## config.mk

```make
export PLATFORM = sky130hd
export DESIGN_NAME = sprite_banner_flat
export DESIGN_NICKNAME = d
export VERILOG_FILES = /design/src/rtl/sprite_banner_if.sv /design/src/rtl/sprite_banner.sv /design/src/flat_wrapper.sv
export SDC_FILE = /design/constraint.sdc
export NUM_CORES = 1
export LEC_CHECK = 0
export BUFFER_PORTS_ARGS = -buffer_cell sky130_fd_sc_hd__buf_4
export CELL_PAD_IN_SITES_DETAIL_PLACEMENT = 0
export CELL_PAD_IN_SITES_GLOBAL_PLACEMENT = 1
export CORE_MARGIN = 3
export CORE_UTILIZATION = 39
export DETAILED_ROUTE_END_ITERATION = 7
export PLACE_DENSITY = 0.81
export SYNTH_ARGS = -nofsm -noshare
export SYNTH_HDL_FRONTEND = slang
export SYNTH_SLANG_ARGS = --single-unit
```

## constraint.sdc

```tcl
create_clock -name clk -period 8.2 [get_ports clk]
set_input_delay 1.64 -clock clk [delete_from_list [all_inputs] [get_ports clk]]
set_output_delay 1.64 -clock clk [all_outputs]
set_load 0.01 [all_outputs]
```

## src/rtl/sprite_banner_if.sv

```systemverilog
// Pixel, control and ROM signals of the sprite_banner overlay, bundled with
// a master (pipeline/driver) and slave (overlay) view.
interface sprite_banner_if #(
  parameter int FRAMES = 2,
  parameter int ROM_AW = 15
);
  localparam int SEL_W = (FRAMES > 1) ? $clog2(FRAMES) : 1;

  logic [9:0]          h_line;
  logic [9:0]          v_line;
  logic                valid_in;
  logic                frame_start;
  logic                show;
  logic                blink_en;
  logic [SEL_W-1:0]    frame_sel;
  logic [ROM_AW-1:0]   rom_addr;
  logic [4*FRAMES-1:0] rom_data;
  logic                valid_out;
  logic [23:0]         color_out;
  logic                busy;

  modport master (
    output h_line, v_line, valid_in, frame_start, show, blink_en, frame_sel, rom_data,
    input  rom_addr, valid_out, color_out, busy
  );

  modport slave (
    input  h_line, v_line, valid_in, frame_start, show, blink_en, frame_sel, rom_data,
    output rom_addr, valid_out, color_out, busy
  );
endinterface

```

## src/rtl/sprite_banner.sv

```systemverilog
// Animated sprite overlay: slides a ROM-backed banner in from below, holds it
// and optionally blinks it; emits opaque pixels as 24-bit RGB two cycles later.
module sprite_banner #(
  parameter int SPR_W        = 198,
  parameter int SPR_H        = 54,
  parameter int POS_H        = 340,
  parameter int POS_V        = 296,
  parameter int FRAMES       = 2,
  parameter int ROM_AW       = 15,
  parameter int ROM_BASE     = 1,
  parameter int SLIDE_DIST   = 64,
  parameter int SLIDE_STEP   = 4,
  parameter int BLINK_FRAMES = 30
) (
  input logic            clk,
  input logic            rst,
  sprite_banner_if.slave bus
);
  localparam int SEL_W = (FRAMES > 1) ? $clog2(FRAMES) : 1;
  localparam int CNT_W = (BLINK_FRAMES > 1) ? $clog2(BLINK_FRAMES) : 1;
  localparam logic [10:0]      START_V  = 11'(POS_V + SLIDE_DIST);
  localparam logic [10:0]      FINAL_V  = 11'(POS_V);
  localparam logic [10:0]      SNAP_V   = 11'(POS_V + SLIDE_STEP);
  localparam logic [10:0]      STEP_V   = 11'(SLIDE_STEP);
  localparam logic [10:0]      H_LO     = 11'(POS_H);
  localparam logic [10:0]      H_HI     = 11'(POS_H + SPR_W - 1);
  localparam logic [10:0]      V_SPAN   = 11'(SPR_H - 1);
  localparam logic [CNT_W-1:0] CNT_LAST = CNT_W'(BLINK_FRAMES - 1);
  localparam logic [31:0]      FRAMES_U = 32'(FRAMES);

  typedef enum logic [1:0] {IDLE = 2'd0, SLIDE = 2'd1, HOLD = 2'd2} st_t;

  st_t              st_r, st_nx_s;
  logic [10:0]      cur_v_r, cur_v_nx_s;
  logic [CNT_W-1:0] blink_cnt_r, blink_cnt_nx_s;
  logic             blank_r, blank_nx_s;
  logic             busy_r;
  logic [10:0]      h_ext_s, v_ext_s, v_bot_s;
  logic             hit_s;
  logic [15:0]      addr_s;
  logic             s1_hit_r;
  logic [SEL_W-1:0] s1_sel_r;
  logic [3:0]       nib_s;
  logic             valid_r;
  logic [23:0]      color_r;

  function automatic logic [23:0] palette(input logic [3:0] n);
    case (n)
      4'd9:    palette = 24'hFFFFFF;
      4'd10:   palette = 24'h58D858;
      4'd11:   palette = 24'h00A848;
      4'd12:   palette = 24'hFCA048;
      4'd13:   palette = 24'hE46018;
      4'd14:   palette = 24'hFCD8A8;
      default: palette = 24'h000000;
    endcase
  endfunction

  // Animation state register; busy follows the next state so it tracks st with no lag.
  always_ff @(posedge clk) begin
    if (rst) begin
      st_r        <= IDLE;
      cur_v_r     <= START_V;
      blink_cnt_r <= {CNT_W{1'b0}};
      blank_r     <= 1'b0;
      busy_r      <= 1'b0;
    end else begin
      st_r        <= st_nx_s;
      cur_v_r     <= cur_v_nx_s;
      blink_cnt_r <= blink_cnt_nx_s;
      blank_r     <= blank_nx_s;
      busy_r      <= (st_nx_s != IDLE);
    end
  end

  // Next-state logic; everything moves only on frame_start so a frame never tears.
  always_comb begin
    st_nx_s        = st_r;
    cur_v_nx_s     = cur_v_r;
    blink_cnt_nx_s = blink_cnt_r;
    blank_nx_s     = blank_r;
    if (bus.frame_start) begin
      case (st_r)
        IDLE: begin
          if (bus.show) begin
            st_nx_s = SLIDE;
          end else begin
            st_nx_s = IDLE;
          end
        end
        SLIDE: begin
          if (!bus.show) begin
            st_nx_s    = IDLE;
            cur_v_nx_s = START_V;
          end else if (cur_v_r <= SNAP_V) begin
            st_nx_s    = HOLD;
            cur_v_nx_s = FINAL_V;
          end else begin
            cur_v_nx_s = cur_v_r - STEP_V;
          end
        end
        HOLD: begin
          if (!bus.show) begin
            st_nx_s        = IDLE;
            cur_v_nx_s     = START_V;
            blink_cnt_nx_s = {CNT_W{1'b0}};
            blank_nx_s     = 1'b0;
          end else if (bus.blink_en) begin
            if (blink_cnt_r == CNT_LAST) begin
              blink_cnt_nx_s = {CNT_W{1'b0}};
              blank_nx_s     = ~blank_r;
            end else begin
              blink_cnt_nx_s = blink_cnt_r + CNT_W'(1);
            end
          end else begin
            blink_cnt_nx_s = {CNT_W{1'b0}};
            blank_nx_s     = 1'b0;
          end
        end
        default: begin
          st_nx_s    = IDLE;
          cur_v_nx_s = START_V;
        end
      endcase
    end else begin
      st_nx_s = st_r;
    end
  end

  // 11-bit compares keep cur_v + SPR_H from wrapping; rows are stored bottom-up.
  assign h_ext_s = {1'b0, bus.h_line};
  assign v_ext_s = {1'b0, bus.v_line};
  assign v_bot_s = cur_v_r + V_SPAN;
  assign hit_s   = (st_r != IDLE) && !blank_r &&
                   (h_ext_s >= H_LO) && (h_ext_s <= H_HI) &&
                   (v_ext_s >= cur_v_r) && (v_ext_s <= v_bot_s);
  assign addr_s  = 16'(ROM_BASE) + (16'(h_ext_s) - 16'(POS_H)) +
                   16'(SPR_W) * (16'(v_bot_s) - 16'(v_ext_s));
  assign bus.rom_addr = hit_s ? ROM_AW'(addr_s) : ROM_AW'(ROM_BASE);

  assign nib_s = bus.rom_data[{s1_sel_r, 2'b00} +: 4];

  // Two-stage pixel pipeline aligned with the ROM's one-cycle read latency.
  always_ff @(posedge clk) begin
    if (rst) begin
      s1_hit_r <= 1'b0;
      s1_sel_r <= {SEL_W{1'b0}};
      valid_r  <= 1'b0;
      color_r  <= 24'h000000;
    end else begin
      s1_hit_r <= hit_s & bus.valid_in;
      s1_sel_r <= (32'(bus.frame_sel) >= FRAMES_U) ? {SEL_W{1'b0}} : bus.frame_sel;
      valid_r  <= s1_hit_r & nib_s[3];
      if (s1_hit_r & nib_s[3]) begin
        color_r <= palette(nib_s);
      end else begin
        color_r <= color_r;
      end
    end
  end

  assign bus.valid_out = valid_r;
  assign bus.color_out = color_r;
  assign bus.busy      = busy_r;
endmodule

```

## src/flat_wrapper.sv

```systemverilog
// flat-port wrapper written by rule: the top's interface ports become plain ports
module sprite_banner_flat 
#(
  parameter int SPR_W        = 198,
  parameter int SPR_H        = 54,
  parameter int POS_H        = 340,
  parameter int POS_V        = 296,
  parameter int FRAMES       = 2,
  parameter int ROM_AW       = 15,
  parameter int ROM_BASE     = 1,
  parameter int SLIDE_DIST   = 64,
  parameter int SLIDE_STEP   = 4,
  parameter int BLINK_FRAMES = 30
)
  (clk, rst, bus_h_line, bus_v_line, bus_valid_in, bus_frame_start, bus_show, bus_blink_en, bus_frame_sel, bus_rom_data, bus_rom_addr, bus_valid_out, bus_color_out, bus_busy);
  sprite_banner_if #(.FRAMES(FRAMES), .ROM_AW(ROM_AW)) bus_i ();
  input logic clk;
  input logic rst;
  input wire logic [$bits(bus_i.h_line)-1:0] bus_h_line;
  input wire logic [$bits(bus_i.v_line)-1:0] bus_v_line;
  input wire logic [$bits(bus_i.valid_in)-1:0] bus_valid_in;
  input wire logic [$bits(bus_i.frame_start)-1:0] bus_frame_start;
  input wire logic [$bits(bus_i.show)-1:0] bus_show;
  input wire logic [$bits(bus_i.blink_en)-1:0] bus_blink_en;
  input wire logic [$bits(bus_i.frame_sel)-1:0] bus_frame_sel;
  input wire logic [$bits(bus_i.rom_data)-1:0] bus_rom_data;
  output wire logic [$bits(bus_i.rom_addr)-1:0] bus_rom_addr;
  output wire logic [$bits(bus_i.valid_out)-1:0] bus_valid_out;
  output wire logic [$bits(bus_i.color_out)-1:0] bus_color_out;
  output wire logic [$bits(bus_i.busy)-1:0] bus_busy;
  assign bus_i.h_line = bus_h_line;
  assign bus_i.v_line = bus_v_line;
  assign bus_i.valid_in = bus_valid_in;
  assign bus_i.frame_start = bus_frame_start;
  assign bus_i.show = bus_show;
  assign bus_i.blink_en = bus_blink_en;
  assign bus_i.frame_sel = bus_frame_sel;
  assign bus_i.rom_data = bus_rom_data;
  assign bus_rom_addr = bus_i.rom_addr;
  assign bus_valid_out = bus_i.valid_out;
  assign bus_color_out = bus_i.color_out;
  assign bus_busy = bus_i.busy;
  sprite_banner #(.SPR_W(SPR_W), .SPR_H(SPR_H), .POS_H(POS_H), .POS_V(POS_V), .FRAMES(FRAMES), .ROM_AW(ROM_AW), .ROM_BASE(ROM_BASE), .SLIDE_DIST(SLIDE_DIST), .SLIDE_STEP(SLIDE_STEP), .BLINK_FRAMES(BLINK_FRAMES)) u_core (.clk(clk), .rst(rst), .bus(bus_i));
endmodule
```

==> results of run 1 <==
-- worst min path at each step --
stage,startpoint,end,slack [ps],cells past startpoint
floorplan,u_core.bus.color_out[22],u_core.bus.color_out[22],480,2
detailed placement,u_core.bus.color_out[22],u_core.bus.color_out[22],470,2
finish,u_core.bus.color_out[7],u_core.bus.color_out[7],470,2
global placement,u_core.bus.color_out[22],u_core.bus.color_out[22],450,2
global route,u_core.bus.color_out[7],u_core.bus.color_out[7],490,2
CTS,u_core.bus.color_out[22],u_core.bus.color_out[22],480,2
-- timing repair --
item	in CTS	in global routing
endpoints found under the setup margin	2	4
gates resized for setup	43	31
buffers inserted	13	7
pin swaps	33	27
-- synthesized netlist by cell type, types with 3 or more instances --
cell,n,area share
a211oi_1,13,0.021
a21boi_0,4,0.0065
a21o_1,9,0.015
a21oi_1,41,0.044
and2_1,3,0.0041
and3_1,3,0.0041
buf_4,11,0.018
clkbuf_1,7,0.0057
dfxtp_1,34,0.15
fa_1,13,0.056
ha_1,72,0.20
inv_1,71,0.058
mux2_2,3,0.0073
mux2i_1,4,0.0087
nand2_1,34,0.028
nand2b_1,10,0.014
nand3_1,8,0.0087
nand4_1,6,0.0081
nor2_1,68,0.055
nor2b_1,13,0.018
nor3_1,15,0.016
nor3b_1,6,0.0098
nor4_1,5,0.0068
o211a_1,4,0.0087
o211ai_1,6,0.0098
o21a_1,7,0.011
o21ai_0,35,0.038
or4_1,4,0.0065
xnor2_1,27,0.051
xor2_1,15,0.028
-- layer usage --
metal / share of wire / routed length [µm]
met5: 0 / 0
met4: 0.014 / 174
met3: 0.023 / 281
met2: 0.54 / 6570
met1: 0.42 / 5150
-- logic make-up (layout without fill, tap and decap cells) --
kind of cell,after synthesis,count (layout),share of synthesized area
fa+ha+maj,85,85,0.252
flops,34,34,0.148
buf+inv,91,236,0.0849
xor+xnor,46,46,0.0965
simple gates,189,189,0.203
mux,7,7,0.0160
compound gates,144,144,0.201
-- critical path, cell delays in order --
cell      delay [ps]
buf_4            130
inv_4             50
ha_4             210
a21oi_2          150
nand2_1           80
a21o_1           160
a21o_1           200
xnor2_2          190
inv_2            110
ha_4             280
inv_2             30
fa_1             490
inv_1             50
ha_1             270
inv_1             50
fa_1             500
inv_2             50
ha_4             260
nor2_2            40
mux2_4           260
a311oi_2         180
o211ai_1         120
ha_1             300
or3b_4           380
o211a_1          130
xnor3_1          190
nor2_2            90
buf_4            140
-- cell type report --
cell class,instances,area share
Clock buffer,6,0.0214
Clock inverter,1,0.00462
Timing Repair Buffer,158,0.186
Tap cell,143,0.0275
Inverter,71,0.0419
Sequential cell,34,0.105
Multi-Input combinational cell,471,0.614
-- power groups by stage --
stage	clock, µW	sequential (µW)	combinational, µW
2_1_floorplan	0	171	1280
4_1_cts	221	168	2090
3_5_place_dp	0	172	1860
6_report	217	168	2440
3_3_place_gp	0	171	1800
5_1_grt	228	168	2660
-- state kept, by name (all words and copies together) (netlist names) --
register	count
u_core.cur_v_r	9
u_core.st_r	2
u_core.s1_hit_r	1
u_core.s1_sel_r	1
u_core.bus.valid_out	1
u_core.blank_r	1
u_core.blink_cnt_r	5
u_core.bus.color_out	13
u_core.bus.busy	1
-- through the flow --
step | area, µm² | util | hold slack (ps) | setup slack, ps
floorplan | 4680 | - | 476 | -41.5
CTS | 6300 | 0.549 | 478 | -147
finish | 6500 | 0.567 | 471 | -171
detailed placement | 5770 | 0.503 | 468 | -439
global placement | 5770 | 0.503 | 445 | -334
global route | 6500 | 0.567 | 494 | -387
==> impl_metrics.json, run 1 <==
{
  "clock_skew_ps": 2.93,
  "pwr-share-seq": 0.060,
  "timing.final.ws_setup_ps": -171,
  "gp_congestion": 0.815,
  "top_usage_layer": "met2",
  "start_util": 0.402,
  "period_needed_ps": 8370,
  "max-cap-violations": 0,
  "critPathMaxFanout": 4,
  "regArea_um2": 681,
  "ys_seq_area_frac": 0.148,
  "p_int_uw": 1600,
  "synth-seq-cells": 34,
  "use_met1": 0.214,
  "drc": 0,
  "syn_area_um2": 4610,
  "syn2layout_area_growth_pct": 41.0,
  "worstSetupStartpointType": "primary input",
  "synth_edf_count": 0,
  "reg2reg_from": "u_core.cur_v_r[2]",
  "grt_pass1_wl_um": 19800,
  "portBuffers": 75,
  "ant_nets": 0,
  "grt_pass1_vias": 4497,
  "clockBufferDepth": 2,
  "final_common_cell": "buf_4",
  "stdcell_count": 884,
  "setup_tns_ps": -266,
  "r2r-end": "u_core.s1_hit_r",
  "gr-usage-met2": 0.349,
  "grt_overflow": 0,
  "status": "finished, violations left",
  "die_w_um": 115,
  "crit_end": "bus_rom_addr[14]",
  "synthDistinctLibCells": 63,
  "pin_count": 76,
  "synth_area_per_cell_um2": 7.74,
  "die_height_um": 115,
  "fillers": 1035,
  "drv_slew": 0,
  "synth_nets": 716,
  "antenna_found_initial": 0,
  "violations": "setup timing",
  "power_frac_comb": 0.864,
  "dp_hpwl_um": 9570,
  "path_clk_slew_ps": 50,
  "switching_share": 0.434,
  "antenna_cells": 0,
  "drt_first_pass_iters": 4,
  "layout_common_cells": "buf_4 (152), nor2_1 (65), inv_1 (61)",
  "rr_worst_depth": 13,
  "async_flop_share": 0,
  "drive_above_1_share": 0.324,
  "rrSetupSlack_ps": 4680,
  "hold_viol": 0,
  "final_nets": 861,
  "cts_sinks": 34,
  "grtUsageTotal": 0.179,
  "crit_type": "in -> out",
  "cp.required_ps": 6560,
  "setup_viol": 2,
  "root_buffer": "clkbuf_16",
  "grt_max_degree": 32,
  "ys_warn_count": 0,
  "p_leak_uw": 0.00304,
  "synth_cells": 596,
  "worst-slew-pin-transition_ps": 822,
  "crit_start": "bus_v_line[3]",
  "p_sw_uw": 1230,
  "synth_ff_type": "dfxtp_1",
  "irDropWorstVdd_uv": 953,
  "first_iter_violations": 124,
  "post_drt_wl_per_cell_um": 13.8,
  "placementRows": 39,
  "slew_headroom": 0.451,
  "power_uw": 2820,
  "via_per_inst": 5.19,
  "p_clk_frac": 0.077,
  "min_period_over_period": 1.02,
  "dp.cells": 857,
  "cp.arrival_ps": 6730,
  "htree_levels": 2,
  "crit_path_end_kind": "output port",
  "min_path_type": "reg -> reg",
  "clk_latency_ps": 280,
  "pwr_density_cell_nw_per_um2": 434,
  "wirelength_um": 12200,
  "rsz0062_at_grt": "yes",
  "use_met3": 0.0153,
  "cts_hold_repair.buffers": 0,
  "core_um2": 11500,
  "fmax_mhz": 119,
  "num_vias": 4587,
  "cts_buffers": 5,
  "dieArea_um2": 13200,
  "multiInputGateArea_um2": 3990,
  "cts_tree": "yes"
}
No activity file was read; power rests on OpenSTA's default activity.
==> run 2, diff against run 1 <==
Settings changed: ABC_AREA from default to 1, CORE_UTILIZATION 39 to 38.
==> impl_metrics.json, run 2 <==
{
  "status": "finished clean",
  "worst-slew-pin-transition_ps": 1050,
  "clockBufferDepth": 2,
  "crit_type": "in -> out",
  "num_vias": 4693,
  "drive_above_1_share": 0.186,
  "syn2layout_area_growth_pct": 23.7,
  "wirelength_um": 12200,
  "top_usage_layer": "met2",
  "grt_max_degree": 23,
  "synth_ff_type": "dfxtp_1",
  "synth_top_area_frac": 0.186,
  "die_height_um": 119,
  "rsz0062_at_grt": "yes",
  "drc": 0,
  "p_leak_uw": 0.00316,
  "ant_nets": 0,
  "dieArea_um2": 14100,
  "cts_hold_repair.buffers": 0,
  "cts_tree": "yes",
  "use_met3": 0.0163,
  "start_util": 0.396,
  "min_path_type": "reg -> reg",
  "crit_path_end_kind": "output port",
  "post_drt_wl_per_cell_um": 12.5,
  "gr-usage-met2": 0.307,
  "synth_area_per_cell_um2": 6.65,
  "drt_first_pass_iters": 5,
  "path_clk_slew_ps": 50,
  "synth_cells": 726,
  "grt_pass1_vias": 4551,
  "root_buffer": "clkbuf_16",
  "final_nets": 931,
  "hold_viol": 0,
  "netlist.top_cell.by_area": "ha_1",
  "grt_pass1_wl_um": 20200,
  "core_um2": 12200,
  "placementRows": 40,
  "max-cap-violations": 0,
  "max_stage_delay_ps": 490,
  "gp_congestion": 0.855,
  "placed_area_um2": 5620,
  "setup_tns_ps": 0,
  "ys_warn_count": 0,
  "first_iter_violations": 161,
  "synth_edf_count": 0,
  "largest_reg_flops": 13,
  "layout_common_cells": "inv_1 (144), nand2_1 (142), buf_4 (94)",
  "irDropWorstVdd_uv": 189,
  "period_needed_ps": 7990,
  "power_uw": 1970,
  "antenna_found_initial": 0,
  "setup_viol": 0,
  "final_common_cell": "inv_1",
  "synth_most_common_cell": "inv_1",
  "grtUsageTotal": 0.167,
  "dp_hpwl_um": 10200,
  "synth_nets": 846,
  "dpl_worst_slack_ps": -13.3,
  "cp.arrival_ps": 6350,
  "die_w_um": 119,
  "critPathSlowestCell": "fa_1",
  "timing.final.ws_setup_ps": 208,
  "htree_levels": 2,
  "synth-seq-cells": 34,
  "cp.required_ps": 6560,
  "pin_count": 76,
  "critPathMaxFanout": 4,
  "min_period_over_period": 0.975,
  "ys_seq_area_frac": 0.141,
  "syn_area_um2": 4830,
  "drv_slew": 0,
  "portBuffers": 75,
  "antenna_cells": 0,
  "fmax_mhz": 125,
  "slew_headroom": 0.298,
  "synthDistinctLibCells": 48,
  "synth_area_leaders": "ha_1 (19%), dfxtp_1 (14%), inv_1 (11%)",
  "via_per_inst": 4.79,
  "clock_skew_ps": 4.08,
  "design_area_um2": 5980,
  "cp_common_cell": "nand2_1",
  "grt_overflow": 0,
  "cts_sinks": 34,
  "clk_latency_ps": 270,
  "fillers": 1261,
  "async_flop_share": 0,
  "pwr_density_cell_nw_per_um2": 329,
  "use_met1": 0.214,
  "cts_buffers": 5,
  "post-route-util": 0.489,
  "synthTopCellsByCount": "inv_1 (147), nand2_1 (143), ha_1 (72), nor2_1 (61), a21oi_1 (56)",
  "worstSetupStartpointType": "primary input"
}
[run 2: cell types whose count changed after synthesis, sizes merged, moves of 13 or more]
cell	change
nor2b	-13
nand2	+110
a21oi	+14
nand3	+28
xnor2	-19
xor2	+16
inv	+78
[run 2: metal layers]
layer | part of all wire | vias to the layer above
met5 | 0 | -
met4 | 0.0091 | 0
met3 | 0.021 | 13
met2 | 0.52 | 68
met1 | 0.46 | 2119
li1 | - | 2493
[run 2: final timing paths]
path / slack [ps] / end / start / depth (start not counted)
worst max register to register: 5500 / u_core.s1_hit_r / u_core.cur_v_r[2] / 16
worst min register to register: 470 / u_core.bus.color_out[14] / u_core.bus.color_out[14] / 2
worst max-delay path: 210 / bus_rom_addr[14] / bus_v_line[3] / 31
worst min-delay path: 470 / u_core.bus.color_out[14] / u_core.bus.color_out[14] / 2
[run 2: critical path: cells and delay by family]
family / cells / cell delay [ps]
simple gates: 10 / 910
buf+inv: 8 / 740
compound gates: 3 / 460
xor+xnor: 3 / 450
fa+ha+maj: 7 / 2160
[run 2: timing repair]
item	4_1_cts	5_1_grt
setup endpoints to repair	3	4
resized for setup	5	28
buffers inserted	0	2
pin swaps	0	9
[run 2: metrics by stage]
step                hold slack (ps)  cells
floorplan                       451    726
CTS                             473    978
global route                    494    980
global placement                463    970
finish                          471    980
detailed placement              463    970
[run 2: kinds of logic after synthesis]
kind of cell,after synthesis,synth area share
adder cells (fa/ha/maj),85,0.240
buffers and inverters,166,0.140
XOR/XNOR,41,0.0782
AO/OA/AOI/OAI,122,0.147
flip-flops,34,0.141
AND/OR/NAND/NOR,278,0.254
[run 2: layout make-up]
cell class                 instances  area, µm²  area share
clock inverter                     2       12.5     0.00209
tap                              168        210      0.0352
inverter                         150        567      0.0948
clock buffer                       6        139      0.0232
sequential                        34        681       0.114
timing repair buffer              94        706       0.118
multi-input combinational        526       3660       0.613
[run 2: power breakdown]
group	switching (µW)	total, µW	internal [µW]
logic	905	1610	708
clock network	65.6	186	120
registers	1.25	168	166
total	972	1970	995
